$ cat config.mk
export PLATFORM = sky130hd
export DESIGN_NAME = logica_pipeline
export DESIGN_NICKNAME = d
export VERILOG_FILES = /design/src/rtl/logica_pipeline.sv
export SDC_FILE = /design/constraint.sdc
export NUM_CORES = 1
export LEC_CHECK = 0
export BUFFER_PORTS_ARGS = -buffer_cell sky130_fd_sc_hd__buf_2
export CAP_MARGIN = 20
export CELL_PAD_IN_SITES_DETAIL_PLACEMENT = 1
export CELL_PAD_IN_SITES_GLOBAL_PLACEMENT = 2
export CORE_ASPECT_RATIO = 0.6
export CORE_UTILIZATION = 38
export CTS_CLUSTER_SIZE = 10
export DETAILED_ROUTE_END_ITERATION = 6
export PLACE_DENSITY_LB_ADDON = 0.1
export REMOVE_ABC_BUFFERS = 1
export SYNTH_ARGS = -nofsm -noshare
export SYNTH_HDL_FRONTEND = slang
export SYNTH_SLANG_ARGS = --single-unit
export TNS_END_PERCENT = 50
$ cat constraint.sdc
create_clock -name clk -period 2.86 [get_ports clk]
set_input_delay 0.429 -clock clk [delete_from_list [all_inputs] [get_ports clk]]
set_output_delay 0.429 -clock clk [all_outputs]
set_load 0.05 [all_outputs]
$ cat src/rtl/logica_pipeline.sv
// Two-stage registered logic block: x = a, y = ~a or -a, z = selectable bitwise f(b, c).
// The input and output sides use valid/ready handshakes, and a wrapping counter tracks completed output handshakes.
module logica_pipeline #(
    parameter int WIDTH = 8,
    parameter int CNT_W = 16
) (
    input  logic             clk,
    input  logic             rst_n,
    input  logic             in_valid,
    output logic             in_ready,
    input  logic [WIDTH-1:0] a,
    input  logic [WIDTH-1:0] b,
    input  logic [WIDTH-1:0] c,
    input  logic             y_mode,
    input  logic [1:0]       z_op,
    output logic             out_valid,
    input  logic             out_ready,
    output logic [WIDTH-1:0] x,
    output logic [WIDTH-1:0] y,
    output logic [WIDTH-1:0] z,
    output logic             z_zero,
    input  logic             clear_count,
    output logic [CNT_W-1:0] txn_count
);

    function automatic logic [WIDTH-1:0] calc_y(input logic [WIDTH-1:0] av, input logic mode);
        logic [WIDTH-1:0] r;
        if (mode) begin
            r = ~av + WIDTH'(1'b1);
        end else begin
            r = ~av;
        end
        return r;
    endfunction

    function automatic logic [WIDTH-1:0] calc_z(input logic [WIDTH-1:0] bv, input logic [WIDTH-1:0] cv,
                                                input logic [1:0] op);
        logic [WIDTH-1:0] r;
        case (op)
            2'b00:   r = bv & cv;
            2'b01:   r = bv | cv;
            2'b10:   r = bv ^ cv;
            2'b11:   r = ~(bv & cv);
            default: r = {WIDTH{1'b0}};
        endcase
        return r;
    endfunction

    logic             s1_valid_r;
    logic [WIDTH-1:0] s1_a_r;
    logic [WIDTH-1:0] s1_b_r;
    logic [WIDTH-1:0] s1_c_r;
    logic             s1_y_mode_r;
    logic [1:0]       s1_z_op_r;

    logic             s2_valid_r;
    logic [WIDTH-1:0] x_r;
    logic [WIDTH-1:0] y_r;
    logic [WIDTH-1:0] z_r;
    logic             z_zero_r;
    logic [CNT_W-1:0] cnt_r;

    logic             adv_s;
    logic             accept_s;
    logic [WIDTH-1:0] y_next_s;
    logic [WIDTH-1:0] z_next_s;
    logic             z_zero_next_s;

    // Handshake control and stage-2 result computation from the stage-1 registers
    always_comb begin
        adv_s         = 1'b0;
        accept_s      = 1'b0;
        y_next_s      = {WIDTH{1'b0}};
        z_next_s      = {WIDTH{1'b0}};
        z_zero_next_s = 1'b0;
        adv_s         = !s2_valid_r || out_ready;
        accept_s      = in_valid && (!s1_valid_r || adv_s);
        y_next_s      = calc_y(s1_a_r, s1_y_mode_r);
        z_next_s      = calc_z(s1_b_r, s1_c_r, s1_z_op_r);
        if (z_next_s == {WIDTH{1'b0}}) begin
            z_zero_next_s = 1'b1;
        end else begin
            z_zero_next_s = 1'b0;
        end
    end

    // Stage 1: capture operands and per-beat modes on an input handshake
    always_ff @(posedge clk or negedge rst_n) begin
        if (!rst_n) begin
            s1_valid_r  <= 1'b0;
            s1_a_r      <= {WIDTH{1'b0}};
            s1_b_r      <= {WIDTH{1'b0}};
            s1_c_r      <= {WIDTH{1'b0}};
            s1_y_mode_r <= 1'b0;
            s1_z_op_r   <= 2'b00;
        end else if (accept_s) begin
            s1_valid_r  <= 1'b1;
            s1_a_r      <= a;
            s1_b_r      <= b;
            s1_c_r      <= c;
            s1_y_mode_r <= y_mode;
            s1_z_op_r   <= z_op;
        end else if (adv_s) begin
            s1_valid_r  <= 1'b0;
        end else begin
            s1_valid_r  <= s1_valid_r;
        end
    end

    // Stage 2: register results; a stalled beat keeps its values until it is taken
    always_ff @(posedge clk or negedge rst_n) begin
        if (!rst_n) begin
            s2_valid_r <= 1'b0;
            x_r        <= {WIDTH{1'b0}};
            y_r        <= {WIDTH{1'b0}};
            z_r        <= {WIDTH{1'b0}};
            z_zero_r   <= 1'b0;
        end else if (adv_s) begin
            s2_valid_r <= s1_valid_r;
            if (s1_valid_r) begin
                x_r      <= s1_a_r;
                y_r      <= y_next_s;
                z_r      <= z_next_s;
                z_zero_r <= z_zero_next_s;
            end else begin
                x_r      <= x_r;
                y_r      <= y_r;
                z_r      <= z_r;
                z_zero_r <= z_zero_r;
            end
        end else begin
            s2_valid_r <= s2_valid_r;
        end
    end

    // Completed-handshake counter; a clear wins over a same-cycle handshake
    always_ff @(posedge clk or negedge rst_n) begin
        if (!rst_n) begin
            cnt_r <= {CNT_W{1'b0}};
        end else if (clear_count) begin
            cnt_r <= {CNT_W{1'b0}};
        end else if (s2_valid_r && out_ready) begin
            cnt_r <= cnt_r + CNT_W'(1'b1);
        end else begin
            cnt_r <= cnt_r;
        end
    end

    assign in_ready  = !s1_valid_r || adv_s;
    assign out_valid = s2_valid_r;
    assign x         = x_r;
    assign y         = y_r;
    assign z         = z_r;
    assign z_zero    = z_zero_r;
    assign txn_count = cnt_r;

endmodule

# Word level (Yosys, flattened, before mapping)
# Index checks and enable logic that the tools add are counted.
dict set report word_totals {
  ramBits 0
  latch_bits 0
  input_bits 32
  out_inout_bits 43
  word_cells 40
  n_memories 0
  register_bits 70
  rom_bits 0
}
dict set report classes {
  mux 7
  shift 0
  order_cmp 0
  n_bitwise 5
  n_eq_ne 3
  div 0
  n_reduce_logical 11
  n_mul 0
  n_addsub 2
}
# op n
set op_table {}
lappend op_table {{2-to-1 mux 16 bit} 2}
lappend op_table {{case mux 8 bit (4 select lines)} 1}
lappend op_table {{adder 16 x 1 -> 16 bit, second input constant} 1}
lappend op_table {{inverter 8 bit} 2}
lappend op_table {{adder 8 x 1 -> 8 bit, second input constant} 1}
lappend op_table {{bitwise AND 8 bit} 1}
lappend op_table {{zero test 8 bit} 1}
lappend op_table {{2-to-1 mux 8 bit} 1}
lappend op_table {{OR 8 bit} 1}
lappend op_table {{XOR 8 bit} 1}
lappend op_table {{equality test 2 bit, second input constant} 2}
lappend op_table {{nonzero test 2 bit} 2}
lappend op_table {{2-to-1 mux 1 bit} 3}
lappend op_table {{equality test 2 x 1 -> 1 bit, second input constant} 1}
lappend op_table {{logical AND 1 bit} 2}
lappend op_table {{zero test 1 bit} 2}
lappend op_table {{zero test 2 bit} 1}
lappend op_table {{logical OR 1 bit} 2}
lappend op_table {{AND reduction 2 bit} 1}

# Logic depth before layout (Yosys ltp)
# Gate-level depths: netlist of the first run.
dict set report depth {
  depth_word 5
  depth_mapped 6
  ltp_nobuf 6
}

# Worst setup path after synthesis of the first run
# Ideal clock, no wire load.
dict set report synth_timing {
  kind {flip-flop to flip-flop}
  start {register s2_valid_r, in the netlist out_valid}
  end {register s1_a_r[0]}
  n_path_buf 1
  setup_ns 0.125
  arrival_ns 2.291
  path_stages_with_launch 5
  slack_ns 0.445
  required_time_ns 2.735
  path_cell_list {dfrtp_1 > nand3b_1 > nand2_1 > buf_2 > mux2_2}
}
dict set report synth_between {
  elab_chain_len 4
}
# element line_no
set synth_rtl {}
lappend synth_rtl {{start: declaration} 56} ;# logic s2_valid_r;
lappend synth_rtl {{start signal: assignment} 119} ;# s2_valid_r <= s1_valid_r;
lappend synth_rtl {{start signal: assignment} 132} ;# s2_valid_r <= s2_valid_r;
lappend synth_rtl {{zero test 1 bit} 76} ;# adv_s = !s2_valid_r || out_ready;
lappend synth_rtl {{logical OR 1 bit} 76}
lappend synth_rtl {{logical OR 1 bit} n/a}
lappend synth_rtl {{named net in_ready} 10} ;# output logic in_ready,
lappend synth_rtl {{logical AND 1 bit} 77} ;# accept_s = in_valid && (!s1_valid_r || adv_s);
lappend synth_rtl {{end signal: assignment} 91} ;# s1_a_r <= {WIDTH{1'b0}};
lappend synth_rtl {{end: declaration} 50} ;# logic [WIDTH-1:0] s1_a_r;
# The timed path passes the listed nets, and every way through them passes these cells.
# A chain may end at the register's enable or synchronous reset.

# Worst setup path after layout of the first run
dict set report layout_timing {
  start {register s1_z_op_r[1]}
  end {register z_zero_r, in the netlist z_zero}
}
dict set report layout_between {
  elab_chain_len 4
  word_cells_on_any_way 7
}
# element line_no
set layout_rtl {}
lappend layout_rtl {{start: declaration} 54} ;# logic [1:0] s1_z_op_r;
lappend layout_rtl {{start signal: assignment} 102} ;# s1_z_op_r <= z_op;
lappend layout_rtl {{equality test 2 bit, or another cell as far along} 39} ;# case (op)
lappend layout_rtl {{case mux 8 bit (4 select lines) *} 39}
lappend layout_rtl {{zero test 8 bit *} 80} ;# if (z_next_s == {WIDTH{1'b0}}) begin
lappend layout_rtl {{2-to-1 mux 1 bit *} 80}
lappend layout_rtl {{end signal: assignment} 124} ;# z_zero_r <= z_zero_next_s;
lappend layout_rtl {{end signal: assignment} 129} ;# z_zero_r <= z_zero_r;
lappend layout_rtl {{end: declaration} 60} ;# logic z_zero_r;
# Mark *: on every way between the ends. The rest lies on a longest branch, timed or not.

==> summary.md, run 1 <==
The flow ran to the end, and the final reports show no timing, DRC or antenna violations. In this run the post-CTS setup repair buffer count came out at 0. After detailed routing, the average wire length per cell comes to 15.59 um.

The run gives 0.004964 ns as the setup clock skew after layout. The root buffer cell chosen for the clock tree is sky130_fd_sc_hd__clkbuf_16. Counting flops with a built-in enable in the synthesized netlist gives 0. The die span in y came out at 76.04 um.

Yosys mapped the design onto 35 distinct sky130hd cell types. The most used flip-flop cell after synthesis is sky130_fd_sc_hd__dfrtp_1. The floorplan step set the die width to 125.4 um.

After clock tree synthesis, the flow added hold-fix buffers numbering 0. Leaving out fill and tap cells, the most frequent cells in the layout are sky130_fd_sc_hd__buf_2, sky130_fd_sc_hd__dfrtp_1, sky130_fd_sc_hd__mux2_2. The die covers 9536 um2.

Setup violations remaining at the end of the flow were counted as 0. The run gives 308 as the post-synthesis cell count. The total area inside the core boundary comes to 8686 um2. Endpoint of the worst register-to-register path: z_zero. TritonCTS built the clock tree. The share of the clock period used by the worst path is 0.7102. The data arrival time of the critical path was 2.26 ns.

For the pin with the worst max-slew slack, the measured transition is 0.8350 ns. The proportion of register bits with asynchronous set or reset after synthesis is 1.000, and the routed wire length is 7794 um. At the later pin of the worst-skew pair, clock insertion delay measures 0.33 ns. For this run, the number of Yosys warnings is 0.

The element type at the critical path end was a register. The finished cells cover 4244 um2. No sink is reached through more buffers than the 2 on the longest clock path. The number of antenna repair diodes came out at 0. On the critical path, the stage with the largest delay is an instance of sky130_fd_sc_hd__dfrtp_1.

After global routing the overflow that remains totals 0. In this run the tool buffered the top-level ports with 74 buffer cells. The worst hold slack is 0.2002 ns, and the HPWL after detailed placement is 5549 um. Relative max-transition margin: 0.4433.

TritonCTS created 9 clock buffers. Once the clock tree was built, the resizer swapped 0 gates to a different size. For the first-pass GRT wire length, the log shows 13570 um. The critical path is of the reg -> reg type. Routability-driven placement finished with a final weighted congestion of 0.7567.

Summed over all failing endpoints, the final setup total negative slack is 0 ns. Setup repair after global routing left no endpoint under its margin. The path type of the worst min-delay path is in -> async. TritonCTS sink count: 70. The run gives 0 as the post-route antenna net violation count. The via count of the first global-routing pass is 2520, and the proportion of layout cells with a drive suffix above 1 is 0.3557.

For the maximum number of pins on one net before global-route repair, the log shows 40. Max-cap violations in this run came to 0. The top-level I/O count came out at 75.

Power per cell area: 771.5 nW/um2. Minimum setup slack among reg-to-reg paths: 0.83 ns. In this design, the stage delay of the slowest critical-path cell is 0.85 ns.

The logs give 0 for the number of pins exceeding their max-slew limit in the final report and 0 for the detailed-route DRC error count. The smallest clock period supported by the final layout is computed as 2.031 ns. The run gives 0 as the initial antenna violation count.

The clock tree synthesis step divided the H-tree into 3 levels. The tools report the starting density of the core as 0.3997. The most common cell after layout, fill and taps aside was sky130_fd_sc_hd__buf_2. The maximum net fanout on the critical path works out to 18. The tools report the total global routing track utilization as 0.1850. Walking the worst path, the cells encountered are mux2_2 -> mux2i_1 -> nand4_1 -> o41ai_1. The total iterations of the first detailed-routing run was 6; the worst-case vdd ir drop was 328.9 uV. STA classifies the critical path startpoint as a register. Once placement finished, the instance area stood at 3953 um2.

The logs give 434 for the number of nets at the end of the flow and 102 for the initial detailed-routing violation count. The mapped netlist covers 3472 um2. The number of flip-flops and latches in the synthesized netlist came out at 70.

In this run the critical register-to-register path is launched from s1_z_op_r[1]. Summing internal, switching and leakage power gives 3.274 mW. The number of standard-cell rows in the floorplan is 26, and the clock edge transition at the registers on the reported setup and hold paths is 0.06 ns. Timing would allow up to 492.3 MHz.

The number of cells on the worst reg-to-reg path is 4. The sequential element share of the synthesized area was 0.5045; the signed area change from the synthesized netlist to the final layout was 22.23%. The total count of hold-check failures in the final report was 0; the static leakage was 2.065 nW.

Via count: 2428. The run gives 957 as the number of fill cells. In this run the mean area of a mapped cell was 11.27 um2. STA puts the critical path data required time at 3.08 ns.

In the routed layout, each cell is associated on average with a via count of 4.856.
[registers in the layout (all words and copies together), names as in the netlist]
signal / count
x: 8
s1_z_op_r: 2
z_zero: 1
s1_valid_r: 1
s1_c_r: 8
s1_b_r: 8
s1_a_r: 8
txn_count: 16
out_valid: 1
s1_y_mode_r: 1
z: 8
y: 8
[worst max-delay path: cells and delay by family (launching register included)]
family | cells | cell delay (ns)
AOI/OAI and AO/OA | 1 | 0.32
DFF | 1 | 0.85
muxes | 2 | 0.59
and+or+nand+nor | 1 | 0.16
[stage by stage]
stage          std cells    util  setup slack (ns)
6_report             500  0.4886            0.8288
3_3_place_gp         485  0.4551            0.8922
3_5_place_dp         485  0.4551            0.8416
2_1_floorplan        294       -            0.2704
5_1_grt              500  0.4886            0.6333
4_1_cts              500  0.4886            0.8076
[cell families (layout without fill, tap and decap cells)]
family	after synthesis	after routing	share of synthesized area
and+or+nand+nor	82	82	0.1175
DFF	70	70	0.5045
muxes	58	58	0.1831
AOI/OAI and AO/OA	29	29	0.04757
buffers and inverters	35	115	0.04216
adders and majority gates	18	18	0.06487
xor gates and xnor gates	16	16	0.04036
[layer usage]
layer	up-vias	routed length (um)	GRT usage
met1	1175	4221	0.2674
met2	48	3192	0.2603
met3	5	324	0.07022
met5	-	0	0
li1	1200	-	-
met4	0	57	0.04146
[synth_stat cells, drive strengths merged, types with 5 or more instances]
library cell,count,area share
nand2,30,0.032
nand3,5,0.0086
nor2,15,0.016
xor2,10,0.025
buf,5,0.0097
ha,18,0.065
xnor2,6,0.015
nor3,6,0.0086
inv,21,0.023
mux2,44,0.14
dfrtp,70,0.50
a21oi,6,0.0086
o21ai,16,0.023
mux2i,14,0.040
clkbuf,9,0.0097
nand4,6,0.013
[final cells by class]
cell class                 instances  area (um2)  share of cell area
clock buffer                      12       246.5             0.05808
clock inverter                     3       45.04             0.01061
inverter                          21       78.83             0.01857
multi-input combinational        203        1574              0.3709
sequential                        70        1752              0.4127
tap                              112       140.1             0.03302
timing repair buffer              79       407.9             0.09611
[power by group]
part           switching (mW)  total (mW)  internal, mW
clock                   0.404        1.10         0.694
sequential              0.138        1.28          1.15
combinational           0.597       0.891         0.294
[how the worst max path moves through the flow]
stage | startpoint | to | slack [ns] | cells past startpoint
2_1_floorplan | out_valid | s1_a_r[0] | 0.27 | 3
3_3_place_gp | s1_z_op_r[1] | z_zero | 0.89 | 4
3_5_place_dp | s1_z_op_r[1] | z_zero | 0.84 | 4
4_1_cts | s1_z_op_r[1] | z_zero | 0.81 | 4
5_1_grt | s1_z_op_r[1] | z_zero | 0.63 | 4
6_report | s1_z_op_r[1] | z_zero | 0.83 | 4
No activity file was read; power rests on OpenSTA's default activity.
==> run 2: changes to the inputs <==
Settings changed: CORE_UTILIZATION 38 to 35.
Clock period 2.86 ns to 2.1 ns, I/O delays scaled along.
==> run 2 against run 1 <==
Compared with the run above: clock skew barely moved; count of clock-buffer cells in the layout unchanged; critical path type unchanged; cell count rose by 4.4%.
==> summary.md, run 2 (synthesis results as in run 1) <==
The run finished with clean final reports. The detailed-route DRC error count was 0 (unchanged); the initial detailed-routing violation count was 92 (-9.8%). The critical setup path kind is reg -> reg. The run gives 0 (unchanged) as the number of pins exceeding their max-slew limit in the final report. The tools report the clock latency on the worst-skew pair as 0.33 ns (about the same). The run gives 2.32 ns (-0.76 ns) as the endpoint required time on the critical path. The setup-violating endpoint count in the final report is 0 (unchanged), and the stage delay of the slowest cell on the critical path is 0.37 ns (-0.48 ns). The maximum net fanout on the critical path was 3 (-15); the maximum number of pins on one net before global-route repair was 54 (+35%). The number of standard-cell rows in the floorplan was 27 (+3.8%); the proportion of layout cells with a drive suffix above 1 was 0.3622 (+0.006575). The routed wire length came out at 7753 um (-0.53%).

The clock edge transition at the registers on the reported setup and hold paths is 0.06 ns (about the same), and the worst hold slack is 0.1937 ns (-0.006422 ns). The signed area change from the synthesized netlist to the final layout works out to 24.97%. For the top-level I/O count, the log shows 75 (unchanged).

The die span in y came out at 79.15 um (+4.1%). The launching element type of the critical path was a register. Number of instances on the worst hold path: 2. The average routed wire per standard cell was 14.85 um (-4.7%); the clock buffer count from CTS was 9 (unchanged). The number of stages on the worst setup path works out to 6 (+2).

End of the worst hold path: s1_valid_r. The sum of internal, switching and leakage power is 4.511 mW (+38%), and the data arrival time of the critical path is 2.04 ns (-0.22 ns). The clock period minus final worst setup slack was 1.822 ns (-0.2096 ns); the worst-case vdd ir drop was 472.6 uV (+44%). The share of the clock period used by the worst path was 0.8675 (+0.1572). Core occupancy in the finished layout: 0.4620 (-0.02659).

The endpoint of the worst register-to-register path was z_zero. Kind of cell adding the most delay to the critical path: multiplexers. Leaving out fill and tap cells, the most frequent cell in the layout is sky130_fd_sc_hd__buf_2. The cell chosen for the clock root was sky130_fd_sc_hd__clkbuf_16.

The post-route antenna net violation count is 0 (unchanged), and the initial antenna violation count is 0 (unchanged). The run gives 9392 um2 (+8.1%) as the core outline area. For the via count, the log shows 2495 (+2.8%). Setup repair after global routing left no endpoint under its margin. The number of levels the H-tree was split into was 3 (unchanged). Total count of hold-check failures in the final report: 0 (unchanged). The tools report the total global routing track utilization as 0.1674 (-0.01765).

The width of the die came out at 130.6 um (+4.1%). The upper clock frequency limit came out at 548.9 MHz (+12%). The count of port buffers added during placement was 74 (unchanged). In the layout the commonest cells are sky130_fd_sc_hd__buf_2, sky130_fd_sc_hd__dfrtp_1, sky130_fd_sc_hd__mux2_2. The number of antenna repair diodes came out at 0 (unchanged). The minimum setup slack among reg-to-reg paths was 0.28 ns (-0.55 ns); the combined buffer and inverter count along the critical path was 1 (+1). The worst setup path is captured at a register.

The startpoint of the worst-slack reg-to-reg timing path was s1_b_r[1]. The run gives 0.7362 (-2.7%) as the global placer's final weighted congestion. The relative max-transition margin is 0.6584 (+0.2150), and the number of fill cells is 1070 (+12%). For this design, the slowest cell found on the critical path is sky130_fd_sc_hd__dfrtp_1. In this run the most critical hold path is launched from in_valid. The HPWL after detailed placement was 5571 um (+0.39%). The path class of the tightest hold or removal check is in -> reg. The setup clock skew after layout was 0.004789 ns (-0.0001745 ns); the aggregate global routing overflow was 0 (unchanged).

Count of buffers added by post-CTS timing repair for setup: 0 (unchanged). TritonCTS built the clock tree. Number of placed instances with taps included: 505 (+4.1%).

The aggregate negative setup slack is 0 ns (unchanged). The ratio of routed vias to standard cells was 4.780 (-1.6%); the max-cap check violation count was 0 (unchanged). First-pass GRT wire length: 12970 um (-4.4%).

The depth of the most critical reg-to-reg path works out to 6 (+2). The tools report the die footprint as 10340 um2 (+8.4%). Flip-flop count of the largest register, all copies and words added: 16 (unchanged).

The starting density of the core was 0.3697 (-0.03004). The tools report the number of nets at the end of the flow as 437 (+0.69%). The static leakage is 2.111 nW (+2.2%). The tools report the post-route non-filler standard cell count as 522 (+4.4%). The power per cell area was 1040 nW/um2 (+35%); the total iterations of the first detailed-routing run was 4 (-2).

The logs give 70 (unchanged) for the TritonCTS sink count and 2564 (+1.7%) for the via count of the first global-routing pass. Walking the worst path, the cells encountered are inv_1 -> ha_1 -> mux2_2 -> mux2i_1 -> nand4_1 -> o41ai_1. The buffer depth of the longest clock path is 2 (unchanged), and the actual slew at the worst max-slew pin is 0.5124 ns (-0.3226 ns).
[run 2: cell types whose count changed in the layout (fill, tap and decap cells not counted), sizes merged]
cell / change
clkinv: +3
clkinvlp: -2
buf: +2
dlygate4sd3: +1
[run 2: through the flow]
stage                     setup WS (ns)  area [um2]
after global placement           0.3316        4028
after floorplan                 -0.4896        3405
after detailed placement         0.2344        4028
final                            0.2783        4339
after CTS                        0.2211        4339
after global routing             0.1133        4339
[run 2: worst max path at each step]
stage | slack [ns] | from | to
floorplan | -0.49 | out_valid | s1_a_r[0]
global placement | 0.33 | s1_b_r[1] | z_zero
detailed placement | 0.23 | s1_z_op_r[1] | z_zero
CTS | 0.22 | s1_z_op_r[1] | z_zero
global route | 0.11 | s1_b_r[1] | z_zero
finish | 0.28 | s1_b_r[1] | z_zero
[run 2: layout make-up]
cell class,instances,area [um2],share of cell area
Timing Repair Buffer,82,470.5,0.1084
Sequential cell,70,1752,0.4037
Multi-Input combinational cell,203,1574,0.3627
Clock buffer,12,256.5,0.05911
Clock inverter,4,45.04,0.01038
Tap cell,130,162.7,0.03749
Inverter,21,78.83,0.01817
[run 2: worst reg2reg max path, cell delays in order, from the launching register on]
cell and delay, ns:
sky130_fd_sc_hd__dfrtp_1 0.37, sky130_fd_sc_hd__inv_1 0.05, sky130_fd_sc_hd__ha_1 0.28, sky130_fd_sc_hd__mux2_2 0.26
sky130_fd_sc_hd__mux2i_1 0.22, sky130_fd_sc_hd__nand4_1 0.19, sky130_fd_sc_hd__o41ai_1 0.35
[run 2: repair_timing]
item	CTS	global route
hold buffers	1	0
hold endpoints to repair	17	0
endpoints found under the setup margin	0	0
resized for setup	0	0
[run 2: per-layer routing]
metal | wire, um | global-route usage
met5 | 0 | 0
met4 | 69 | 0.05172
met3 | 332 | 0.05458
met2 | 3265 | 0.2397
met1 | 4085 | 0.2365
[run 2: power breakdown]
group	leakage, nW	total (mW)	switching [mW]	internal, mW
sequential	0.860	1.72	0.162	1.56
combinational	1.10	1.25	0.835	0.419
clock	0.152	1.53	0.554	0.978
==> run 3: changes to the inputs <==
Settings changed: CORE_UTILIZATION 35 to 23.
==> run 3 against run 2 <==
Compared with the run above: die area grew 51%; largest cell class unchanged; cell count grew 14%; register-to-register slack lost 0.03 ns; hold slack lost 0.00062 ns; total power grew 5.3%; clock power grew 16%; global-route usage shrank 4.9 points; sequential cell count is the same; via count shrank 1.6%; routed wire length grew 10%.
==> summary.md, run 3 (synthesis results as in run 1) <==
Die footprint: 15610 um2 (+51%). For the core occupancy in the finished layout, the log shows 0.3071 (-0.1549). The cell chosen for the clock root was sky130_fd_sc_hd__clkbuf_16. TritonCTS built the clock tree. The run gives 4494 um2 (+3.6%) as the post-layout instance area. The flip-flop count of the largest register, all copies and words added works out to 16 (unchanged). The die span in y was 97.17 um (+23%); the core outline area was 14630 um2 (+56%).

The power per cell area works out to 1057 nW/um2 (+1.7%). The detailed-route DRC error count was 0 (unchanged); the via count was 2456 (-1.6%). The combined buffer and inverter count along the critical path is 1 (unchanged).

The run gives 2.06 ns (+0.02 ns) as the data arrival time of the critical path. The flow ran to the end, and the final reports show no timing, DRC or antenna violations. The max-cap check violation count was 0 (unchanged); the upper clock frequency limit was 541.5 MHz (-1.4%).

The switching part of the total power is 0.3376 (-0.006352). The setup-violating endpoint count in the final report came out at 0 (unchanged). The switching power is 1.604 mW (+3.4%), and the number of levels the H-tree was split into is 3 (unchanged). The worst setup path is launched from a register. The tools report the clock network power share as 0.373 (+0.033). The maximum net fanout on the critical path is 3 (unchanged). The ratio of routed vias to standard cells was 4.142 (-13%).

The instance area at placement was 4138 um2 (+2.7%); the relative max-transition margin was 0.6770 (+0.01865). The number of fill cells is 1663 (+55%). The post-route non-filler standard cell count is 593 (+14%), and the count of port buffers added during placement is 74 (unchanged).

Leaving out fill and tap cells, the most frequent cells in the layout are sky130_fd_sc_hd__buf_2, sky130_fd_sc_hd__dfrtp_1, sky130_fd_sc_hd__mux2_2. The kind of cell adding the most delay to the critical path is multiplexers. The tools report the total global routing track utilization as 0.1180 (-0.04934). Setup repair after global routing left no endpoint under its margin.

The tools report the proportion of power drawn by combinational gates as 0.263 (-0.015). Top-level I/O count: 75 (unchanged). For the clock latency on the worst-skew pair, the log shows 0.33 ns (about the same).

Traced cell by cell, the critical path runs through inv_1 -> ha_1 -> mux2_2 -> mux2i_1 -> nand4_1 -> o41ai_1. The tools report the cell internal power dissipation as 3.147 mW (+6.4%). The static leakage was 2.140 nW (+1.4%). Proportion of layout cells with a drive suffix above 1: 0.3722 (+0.009907). The aggregate global routing overflow was 0 (unchanged); the setup clock skew after layout was 0.007694 ns (+0.002905 ns). The via count of the first global-routing pass is 2576 (+0.47%), and the actual slew at the worst max-slew pin is 0.4845 ns (-0.02797 ns). The endpoint required time on the critical path was 2.31 ns (about the same); the worst-case vdd ir drop was 351.6 uV (-26%).

The initial detailed-routing violation count is 62 (-33%), and the buffer depth of the longest clock path is 2 (unchanged). The path class of the tightest hold or removal check is in -> reg. The run gives 0.2373 (-0.1324) as the starting density of the core. The stage delay of the slowest cell on the critical path is 0.38 ns (about the same), and the maximum number of pins on one net before global-route repair is 41 (-24%).

The worst setup path is captured at a register. The logs give 6271 um (+13%) for the HPWL after detailed placement and 0 (unchanged) for the number of antenna repair diodes. The run gives 4 (unchanged) as the total iterations of the first detailed-routing run. The number of placed instances with taps included came out at 576 (+14%).

The total count of hold-check failures in the final report came out at 0 (unchanged). Width of the die: 160.6 um (+23%). The routed wire length came out at 8553 um (+10%). The clock edge transition at the registers on the reported setup and hold paths was 0.06 ns (about the same); the signed area change from the synthesized netlist to the final layout was 29.44%. The clock period minus final worst setup slack is 1.847 ns (+0.02507 ns), and the average routed wire per standard cell is 14.42 um (-2.9%).

The first-pass GRT wire length is 14120 um (+8.9%). Global placer's final weighted congestion: 0.7076 (-3.9%). The number of nets at the end of the flow is 440 (+0.69%), and the clock buffer count from CTS is 9 (unchanged).

The critical path is of the reg -> reg type. The share of the clock period used by the worst path is 0.8794 (+0.01194), and the TritonCTS sink count is 70 (unchanged). Initial antenna violation count: 0 (unchanged). Post-route antenna net violation count: 0 (unchanged).

The most common cell after layout, fill and taps aside was sky130_fd_sc_hd__buf_2. The aggregate negative setup slack was 0 ns (unchanged). Number of pins exceeding their max-slew limit in the final report: 0 (unchanged).

The cell with the largest stage delay on the worst path is sky130_fd_sc_hd__dfrtp_1. The sequential cell fraction of total power is 0.364 (-0.018), and the number of standard-cell rows in the floorplan is 34 (+26%).
-- run 3: cell types whose count changed in the layout (fill, tap and decap cells not counted), sizes merged --
cell / delta
buf: +3
bufinv: +2
clkbuf: -3
clkinv: -2
clkinvlp: +1
inv: +2
-- run 3: power by group through the flow --
stage | Combinational [mW] | Sequential (mW) | Clock [mW]
after global placement | 1.26 | 1.76 | 0
after floorplan | 0.427 | 2.21 | 0
after global routing | 1.36 | 1.77 | 1.89
after detailed placement | 1.27 | 1.76 | 0
final | 1.25 | 1.73 | 1.77
after CTS | 1.28 | 1.74 | 1.84
-- run 3: timing repair --
item / 4_1_cts / 5_1_grt
hold buffers: 1 / 0
resized for setup: 0 / 1
setup endpoints to repair: 0 / 1
setup buffers: 0 / 0
hold endpoints to repair: 30 / 0
-- run 3: final timing paths --
kind / startpoint / to / slack [ns] / cells after the start
setup reg to reg: s1_b_r[7] / z_zero / 0.25 / 6
setup / recovery: s1_b_r[7] / z_zero / 0.25 / 6
min in group asynchronous: rst_n / s1_b_r[3] / 0.47 / 2
hold / removal: in_valid / s1_valid_r / 0.19 / 2
hold reg to reg: y[0] / y[0] / 0.47 / 2
max in group asynchronous: rst_n / s1_z_op_r[1] / 1.05 / 3
-- run 3: per-stage QoR --
step           hold WS (ns)  worst slack [ns]  power, mW
2_1_floorplan       0.01941           -0.4896      2.633
5_1_grt              0.1985           0.07948      5.023
3_5_place_dp         0.3053            0.1949      3.034
4_1_cts              0.1799            0.1762      4.859
3_3_place_gp         0.2983            0.2617      3.021
6_report             0.1931            0.2533      4.751
-- run 3: layout make-up --
type	instances	area [um2]	share of cell area
repair buffers	85	495.5	0.1102
inverters	21	78.83	0.01754
clock inverters	7	120.1	0.02673
flip-flops and latches	70	1753	0.3900
multi-input cells	203	1574	0.3502
clock buffers	9	225.2	0.05011
well taps	198	247.7	0.05512
-- run 3: routing by layer --
| layer | track usage | routed length [um] | up-vias |
|---|---|---|---|
| met5 | 0 | 0 | - |
| met4 | 0.03516 | 78 | 0 |
| met3 | 0.03585 | 331 | 8 |
| met2 | 0.1625 | 3476 | 47 |
| met1 | 0.1736 | 4666 | 1186 |
| li1 | - | - | 1215 |
